`config.mk`:
```
export PLATFORM = sky130hd
export DESIGN_NAME = usb_fifo_receiver_flat
export DESIGN_NICKNAME = d
export VERILOG_FILES = /design/src/rtl/usb_pkg.sv /design/src/rtl/usb_fifo_receiver_if.sv /design/src/rtl/usb_fifo_read_strobe.sv /design/src/rtl/usb_fifo_receiver.sv /design/src/flat_wrapper.sv
export SDC_FILE = /design/constraint.sdc
export NUM_CORES = 1
export LEC_CHECK = 0
export CAP_MARGIN = 10
export CORE_ASPECT_RATIO = 1.2
export CORE_MARGIN = 3
export CORE_UTILIZATION = 57
export DETAILED_ROUTE_END_ITERATION = 16
export PLACE_DENSITY_LB_ADDON = 0.12
export SYNTH_ARGS = -nofsm -noshare
export SYNTH_HDL_FRONTEND = slang
export SYNTH_HIERARCHICAL = 1
export SYNTH_SLANG_ARGS = --single-unit
```
`constraint.sdc`:
```
create_clock -name CLK -period 3.3 [get_ports CLK]
set_input_delay 0.825 -clock CLK [delete_from_list [all_inputs] [get_ports CLK]]
set_output_delay 0.825 -clock CLK [all_outputs]
set_load 0.03 [all_outputs]
```
`src/rtl/usb_pkg.sv`:
```
// usb_pkg: state encodings and ping-pong buffer geometry shared by the USB receive and transmit paths.
package usb_pkg;

    localparam int USB_BLOCK_LEN   = 126;
    localparam int USB_START_ADDR1 = 0;
    localparam int USB_START_ADDR2 = 126;

    typedef enum logic [2:0] {
        CHECK_RXF,
        RD_LOW,
        WRITE,
        RD_HIGH,
        BLOCK_DONE
    } rx_state_e;

    typedef enum logic [1:0] {
        ST_IDLE,
        ST_LOW,
        ST_WR,
        ST_HIGH
    } strobe_e;

endpackage

```
`src/rtl/usb_fifo_receiver_if.sv`:
```
// usb_fifo_receiver_if: FT245 FIFO pins plus receive-buffer write port; master = the receiver.
interface usb_fifo_receiver_if;

    logic       ENA;
    logic       RXF;
    logic [7:0] D_USBRECV;
    logic       RD_USBRECV;
    logic       WCLK_USBBUFF;
    logic       WE_USBBUFF;
    logic [7:0] WADDR_USBBUFF;
    logic [7:0] D_USBBUFF;
    logic       BUFFREADY_USBRECV;
    logic       TIMEOUT_USBRECV;

    modport master (
        input  ENA, RXF, D_USBRECV,
        output RD_USBRECV, WCLK_USBBUFF, WE_USBBUFF, WADDR_USBBUFF, D_USBBUFF,
        output BUFFREADY_USBRECV, TIMEOUT_USBRECV
    );

    modport slave (
        output ENA, RXF, D_USBRECV,
        input  RD_USBRECV, WCLK_USBBUFF, WE_USBBUFF, WADDR_USBBUFF, D_USBBUFF,
        input  BUFFREADY_USBRECV, TIMEOUT_USBRECV
    );

endinterface

```
`src/rtl/usb_fifo_read_strobe.sv`:
```
// usb_fifo_read_strobe: RD# low/high timing for one FIFO read; sample_o marks the last low cycle, done_o the last high cycle.
module usb_fifo_read_strobe
    import usb_pkg::*;
#(
    parameter int RD_LOW_CYC  = 4,
    parameter int RD_HIGH_CYC = 2
) (
    input  logic CLK,
    input  logic RST,
    input  logic start_i,
    output logic rd_n_o,
    output logic sample_o,
    output logic done_o
);

    strobe_e    phase_q;
    logic [7:0] cnt_q;

    assign sample_o = (phase_q == ST_LOW) && (cnt_q == 8'(RD_LOW_CYC - 1));
    assign done_o   = (phase_q == ST_HIGH) && (cnt_q == 8'(RD_HIGH_CYC - 1));

    always_ff @(posedge CLK or posedge RST) begin
        if (RST) begin
            phase_q <= ST_IDLE;
            cnt_q   <= 8'd0;
            rd_n_o  <= 1'b1;
        end else begin
            case (phase_q)
                ST_IDLE: if (start_i) begin
                    rd_n_o  <= 1'b0;
                    cnt_q   <= 8'd0;
                    phase_q <= ST_LOW;
                end
                ST_LOW: begin
                    cnt_q <= cnt_q + 8'd1;
                    if (sample_o) phase_q <= ST_WR;
                end
                ST_WR: begin
                    rd_n_o  <= 1'b1;
                    cnt_q   <= 8'd0;
                    phase_q <= ST_HIGH;
                end
                ST_HIGH: begin
                    cnt_q <= cnt_q + 8'd1;
                    if (done_o) phase_q <= ST_IDLE;
                end
            endcase
        end
    end

endmodule

```
`src/rtl/usb_fifo_receiver.sv`:
```
// usb_fifo_receiver: drains an FT245-style USB FIFO into a 2-half ping-pong receive buffer.
// Define USB_RECV_TIMEOUT_EN to discard partial blocks after TIMEOUT_CYC idle cycles.
module usb_fifo_receiver
    import usb_pkg::*;
#(
    parameter int BLOCK_LEN   = USB_BLOCK_LEN,
    parameter int START_ADDR1 = USB_START_ADDR1,
    parameter int START_ADDR2 = USB_START_ADDR2,
    parameter int RD_LOW_CYC  = 4,
    parameter int RD_HIGH_CYC = 2
`ifdef USB_RECV_TIMEOUT_EN
    ,
    parameter int TIMEOUT_CYC = 65535
`endif
) (
    input logic CLK,
    input logic RST,
    usb_fifo_receiver_if.master bus
);

    rx_state_e  state_q;
    logic [7:0] cnt_q;
    logic [7:0] waddr_q;
    logic [7:0] data_q;
    logic       we_q;
    logic       bufrdy_q;
    logic       half_q;
    logic       start;
    logic       sample;
    logic       done;
    logic       rd_n;

    assign start = (state_q == CHECK_RXF) && bus.ENA && !bus.RXF;

    // The strobe runs in lockstep with RD_LOW/WRITE/RD_HIGH below.
    usb_fifo_read_strobe #(
        .RD_LOW_CYC (RD_LOW_CYC),
        .RD_HIGH_CYC(RD_HIGH_CYC)
    ) u_strobe (
        .CLK     (CLK),
        .RST     (RST),
        .start_i (start),
        .rd_n_o  (rd_n),
        .sample_o(sample),
        .done_o  (done)
    );

`ifdef USB_RECV_TIMEOUT_EN
    logic [15:0] idle_q;
    logic        tmo_q;
    assign bus.TIMEOUT_USBRECV = tmo_q;
`else
    assign bus.TIMEOUT_USBRECV = 1'b0;
`endif

    always_ff @(posedge CLK or posedge RST) begin
        if (RST) begin
            state_q  <= CHECK_RXF;
            cnt_q    <= 8'd0;
            waddr_q  <= 8'(START_ADDR1);
            data_q   <= 8'd0;
            we_q     <= 1'b0;
            bufrdy_q <= 1'b0;
            half_q   <= 1'b1;
`ifdef USB_RECV_TIMEOUT_EN
            idle_q   <= 16'd0;
            tmo_q    <= 1'b0;
`endif
        end else begin
            we_q <= 1'b0;
            case (state_q)
                CHECK_RXF: if (start) state_q <= RD_LOW;
                RD_LOW: if (sample) begin
                    data_q  <= bus.D_USBRECV;
                    we_q    <= 1'b1;
                    state_q <= WRITE;
                end
                WRITE: state_q <= RD_HIGH;
                RD_HIGH: if (done) begin
                    if (cnt_q == 8'(BLOCK_LEN - 1)) begin
                        state_q <= BLOCK_DONE;
                    end else begin
                        cnt_q   <= cnt_q + 8'd1;
                        waddr_q <= waddr_q + 8'd1;
                        state_q <= CHECK_RXF;
                    end
                end
                BLOCK_DONE: begin
                    bufrdy_q <= half_q;
                    half_q   <= !half_q;
                    cnt_q    <= 8'd0;
                    waddr_q  <= half_q ? 8'(START_ADDR2) : 8'(START_ADDR1);
                    state_q  <= CHECK_RXF;
                end
            endcase
`ifdef USB_RECV_TIMEOUT_EN
            // Only counts while a partial block is parked; CHECK_RXF never touches cnt/waddr in the case above.
            tmo_q <= 1'b0;
            if ((state_q == CHECK_RXF) && !start && (cnt_q != 8'd0)) begin
                idle_q <= idle_q + 16'd1;
                if (idle_q == 16'(TIMEOUT_CYC - 1)) begin
                    idle_q  <= 16'd0;
                    cnt_q   <= 8'd0;
                    waddr_q <= half_q ? 8'(START_ADDR1) : 8'(START_ADDR2);
                    tmo_q   <= 1'b1;
                end
            end else begin
                idle_q <= 16'd0;
            end
`endif
        end
    end

    assign bus.RD_USBRECV        = rd_n;
    assign bus.WCLK_USBBUFF      = CLK;
    assign bus.WE_USBBUFF        = we_q;
    assign bus.WADDR_USBBUFF     = waddr_q;
    assign bus.D_USBBUFF         = data_q;
    assign bus.BUFFREADY_USBRECV = bufrdy_q;

endmodule

```
`src/flat_wrapper.sv`:
```
// flat-port wrapper written by rule: the top's interface ports become plain ports
module usb_fifo_receiver_flat import usb_pkg::*;
#(
    parameter int BLOCK_LEN   = USB_BLOCK_LEN,
    parameter int START_ADDR1 = USB_START_ADDR1,
    parameter int START_ADDR2 = USB_START_ADDR2,
    parameter int RD_LOW_CYC  = 4,
    parameter int RD_HIGH_CYC = 2

)
  (CLK, RST, bus_ENA, bus_RXF, bus_D_USBRECV, bus_RD_USBRECV, bus_WCLK_USBBUFF, bus_WE_USBBUFF, bus_WADDR_USBBUFF, bus_D_USBBUFF, bus_BUFFREADY_USBRECV, bus_TIMEOUT_USBRECV);
  usb_fifo_receiver_if bus_i ();
  input logic CLK;
  input logic RST;
  input wire logic [$bits(bus_i.ENA)-1:0] bus_ENA;
  input wire logic [$bits(bus_i.RXF)-1:0] bus_RXF;
  input wire logic [$bits(bus_i.D_USBRECV)-1:0] bus_D_USBRECV;
  output wire logic [$bits(bus_i.RD_USBRECV)-1:0] bus_RD_USBRECV;
  output wire logic [$bits(bus_i.WCLK_USBBUFF)-1:0] bus_WCLK_USBBUFF;
  output wire logic [$bits(bus_i.WE_USBBUFF)-1:0] bus_WE_USBBUFF;
  output wire logic [$bits(bus_i.WADDR_USBBUFF)-1:0] bus_WADDR_USBBUFF;
  output wire logic [$bits(bus_i.D_USBBUFF)-1:0] bus_D_USBBUFF;
  output wire logic [$bits(bus_i.BUFFREADY_USBRECV)-1:0] bus_BUFFREADY_USBRECV;
  output wire logic [$bits(bus_i.TIMEOUT_USBRECV)-1:0] bus_TIMEOUT_USBRECV;
  assign bus_i.ENA = bus_ENA;
  assign bus_i.RXF = bus_RXF;
  assign bus_i.D_USBRECV = bus_D_USBRECV;
  assign bus_RD_USBRECV = bus_i.RD_USBRECV;
  assign bus_WCLK_USBBUFF = bus_i.WCLK_USBBUFF;
  assign bus_WE_USBBUFF = bus_i.WE_USBBUFF;
  assign bus_WADDR_USBBUFF = bus_i.WADDR_USBBUFF;
  assign bus_D_USBBUFF = bus_i.D_USBBUFF;
  assign bus_BUFFREADY_USBRECV = bus_i.BUFFREADY_USBRECV;
  assign bus_TIMEOUT_USBRECV = bus_i.TIMEOUT_USBRECV;
  usb_fifo_receiver #(.BLOCK_LEN(BLOCK_LEN), .START_ADDR1(START_ADDR1), .START_ADDR2(START_ADDR2), .RD_LOW_CYC(RD_LOW_CYC), .RD_HIGH_CYC(RD_HIGH_CYC)) u_core (.CLK(CLK), .RST(RST), .bus(bus_i));
endmodule
```
== Word-level counts from Yosys, hierarchy flattened ==
Index checks and enable logic that the tools add are counted.
Storage, ports and cells
  output and inout port bits: 21
  word-level logic and storage cells: 69
  input bits: 12
  bits in registers: 41
Operators by class
  add/sub/neg operators: 3
  multiplexer cells: 22
  equality and inequality tests: 17
  reduce and logical (&&, ||, !) cells: 17
Operator list (count)
  8-bit two-way mux: 5
  8-bit case mux with 2 select lines: 2
  8-bit by 1-bit adder with 8-bit output (second input constant): 3
  8-bit case mux with 3 select lines: 1
  3-bit case mux with 5 select lines: 1
  3-bit two-way mux: 4
  2-bit by 1-bit != test with 1-bit output (second input constant): 6
  8-bit by 1-bit equality test with 1-bit output (second input constant): 1
  8-bit by 2-bit equality test with 1-bit output (second input constant): 1
  8-bit by 7-bit equality test with 1-bit output (second input constant): 1
  2-bit case mux with 4 select lines: 1
  7-bit two-way mux: 1
  3-bit by 2-bit equality test with 1-bit output (second input constant): 2
  2-bit two-way mux: 3
  3-bit AND reduction: 2
  5-bit nonzero test: 1
  2-bit equality test (second input constant): 2
  1-bit logical AND: 4
  2-bit AND reduction: 2
  4-bit AND reduction: 1
  2-bit nonzero test: 2
  3-bit by 1-bit equality test with 1-bit output (second input constant): 1
  3-bit equality test (second input constant): 1
  3-bit logical NOT: 1
  other kinds (7): 10

== Logic depth before layout (Yosys ltp) ==
  depth in word-level cells: 5
  depth in mapped cells: 9
  depth with buffers taken out: 7

== Modules after synthesis ==
Netlist, hierarchy kept.
By module, submodules not included
  usb_fifo_receiver: area each 1457.6 µm², seq. area each 752.0 µm², cells each 137, instances 1
  usb_fifo_read_strobe: area each 655.6 µm², seq. area each 276.5 µm², cells each 65, instances 1

==> results <==
per-layer routing:
| layer | track usage, % | up-vias |
|---|---|---|
| met5 | 0 | - |
| met4 | 14.2 | 0 |
| met3 | 6.37 | 11 |
| met2 | 37.8 | 33 |
| met1 | 22.5 | 826 |
| li1 | - | 796 |
power by group through the flow:
| stage | sequential, mW | clock (mW) | combinational [mW] |
|---|---|---|---|
| global route | 0.768 | 0.484 | 0.781 |
| global placement | 0.743 | 0.0505 | 0.674 |
| floorplan | 0.860 | 0.0454 | 0.352 |
| finish | 0.747 | 0.445 | 0.713 |
| detailed placement | 0.757 | 0.0505 | 0.709 |
| CTS | 0.747 | 0.459 | 0.714 |
what timing repair did:
item                                    CTS  global route
hold endpoints to repair                  0             0
resized for setup                         1             0
endpoints found under the setup margin    1             0
setup buffers                             0             0
worst min path at each step:
stage	endpoint	cells after the start
finish	u_core/bus.BUFFREADY_USBRECV	2
global route	u_core/half_q	1
CTS	u_core/bus.BUFFREADY_USBRECV	2
detailed placement	u_core/bus.BUFFREADY_USBRECV	2
global placement	u_core/bus.BUFFREADY_USBRECV	2
floorplan	u_core/cnt_q[7]	1
registers in the layout, indices dropped and copies added, names as in the netlist:
signal	cells
u_core/bus.D_USBBUFF	8
u_core/bus.WADDR_USBBUFF	8
u_core/cnt_q	8
u_core/u_strobe/cnt_q	8
u_core/state_q	3
u_core/u_strobe/phase_q	2
u_core/bus.BUFFREADY_USBRECV	1
u_core/bus.WE_USBBUFF	1
u_core/half_q	1
u_core/u_strobe/rd_n_o	1
worst max-delay path: stages:
cell           delay [ns]
clkbuf_8             0.11
clkbuf_8             0.12
dlygate4sd2_1        0.35
placed cells by master, fill, tap and decap left out, drive strengths merged, types with 3 or more instances in the layout:
master         count
or3                8
nor3               3
clkdlybuf4s50     30
nand3             14
nor4               3
xnor2              3
mux2i              5
a31oi              5
clkbuf            11
nand4              6
ha                 9
o31ai              5
o211ai             5
inv                8
a21oi              5
xor2               5
mux2               9
and3               4
nand2             15
o21ai             11
nor2              12
dfrtp             39
through the flow:
step	hold slack, ns	cells	worst slack, ns	instance area, sq um
after floorplan	0.463	202	0.680	2110
after global placement	0.471	263	0.261	2430
after detailed placement	0.468	263	0.261	2430
after CTS	0.499	274	0.239	2550
after global routing	0.521	274	0.239	2550
final	0.491	274	0.248	2550
final cells by class:
class                           count  area [sq um]
Sequential cell                    41          1030
Multi-Input combinational cell    144           998
Inverter                            8          30.0
Timing Repair Buffer               32           315
Tap cell                           37          46.3
Fill cell                         258           905
Clock buffer                       12           130
kinds of logic after synthesis:
logic type | after synthesis | synth area share (%)
adders and majority gates | 9 | 5.33
muxes | 14 | 7.34
other | 1 | 0.177
buffers and inverters | 17 | 4.09
xor gates and xnor gates | 8 | 3.32
AOI/OAI and AO/OA | 35 | 10.5
DFF | 41 | 48.7
and+or+nand+nor | 77 | 20.5
==> results.md <==
* Status: completed
* Syn Inst Count at 202
* NetSw at 0.724 mW
* Post-synthesis async set-or-reset flop share at 100%
* Reg-to-Reg Start: u_core/u_strobe/cnt_q[4]
* Die height at between 70 and 80 um
* Top Metal Used: met4
* Drt pass-1 iters at 4
* Synth Warn # at 6
* Crit-path max FO at 2
* Diodes inserted at 0
* Setup violators final at 0
* Clock Power Share at about a quarter
* Area contributors post-synth: dfrtp_1 46%, ha_1 5.3%, mux2_2 4.3%
* CTS tree: built
* Startpoint types: clock port
* WL per Instance at 15.3 um
* Slew HR at 31.5%
* Largest net degree at the start of global routing at 31
* Flop pwr share at 39.2%
* Metal1 wirelength at 1550 um
* Crit path DAT at 2.23 ns
* CTS clk-pin slew, worst paths at 0.07 ns
* Pleak at 1.10 nW
* Power Dens Cells at 748 nW/um^2
* Slew Viols, Final at 0
* Ys flop type: dfrtp_1
* Required time of the critical path at 2.47 ns
* Commonest cells post-synth: 39 x dfrtp_1, 15 x nand2_1, 14 x nand3_1
* Insertion delay to the later sink of the worst-skew pair at roughly 0.4 ns
* Most common cell in the synthesized netlist: dfrtp_1
* Nets at between 200 and 300
* CP endpoint kind: primary output
* Setup crit start: CLK
* Initial antenna violation count at 0
* Internal at 1.18 mW
* Crit path kind: clk -> out
* Hold Fails Final Rpt at 0
* Global-route wire length before repair at 7290 um
* GP Congestion at between 0.7 and 0.8
* Worst hold path startpoint: u_core/bus.BUFFREADY_USBRECV
* Initial DRC count at between 100 and 150
* Worst-Margin Slew at 1.03 ns
* Via density at 6.08
* Sequential share of the synthesized area at 48.7%
* Logic pwr share at 37.4%
* Syn_nets at 223
* Core Area at 3450 sq um
* Post-route ant nets at 0
* WL final at 4200 um
* Number of port buffers at 31
* Die Span X at approximately 62 um
* Met3 WL at 167 um
* Fin util at 73.8%
* Mapped Area at 2110 sq um
* CP Capture Point: bus_WCLK_USBBUFF
* RSZ-0062 raised after global routing: no
* Met2 routed WL at 2380 um
* Post-synthesis cell type count at 42
* Yosys top cell area share at 46.2%
* Post-route DRC at 0
* Layout cells sized above 1 at 11.0%
* Row Count at 23
* R2R Path End: u_core/bus.WADDR_USBBUFF[5]
* Yosys top cell by area: dfrtp_1
* Post-synth EDFFs at 0
* Switching Share at 38.0%
* Die area at 4480 sq um
* Syn Area/Cell at 10.5 sq um
* Hold_buf cts at 0
* Setup_tns at 0 ns
* IO Pins at 33
* Layout Skew at 0.00210 ns
* #FFs+latches synth at 41
* Vias at 1666
* Final HPWL DP at 3100 um
* Tot Pwr at 1.91 mW
* FF-to-FF setup slack at between 0.6 and 0.7 ns
* GRT Total Usage at between 20% and 30%
* Worst R2R Path Depth at 7
* Initial Util at between 60 and 70%
* Total global routing overflow at 0
* Layout area overhead at 20.6%
* Max Cap Viol at 0
* Hold Crit Class: reg -> reg
* Maximum VDD drop at 0.000483 V
* Vias in the first global route at ~1800
No activity file was read; power rests on OpenSTA's default activity.
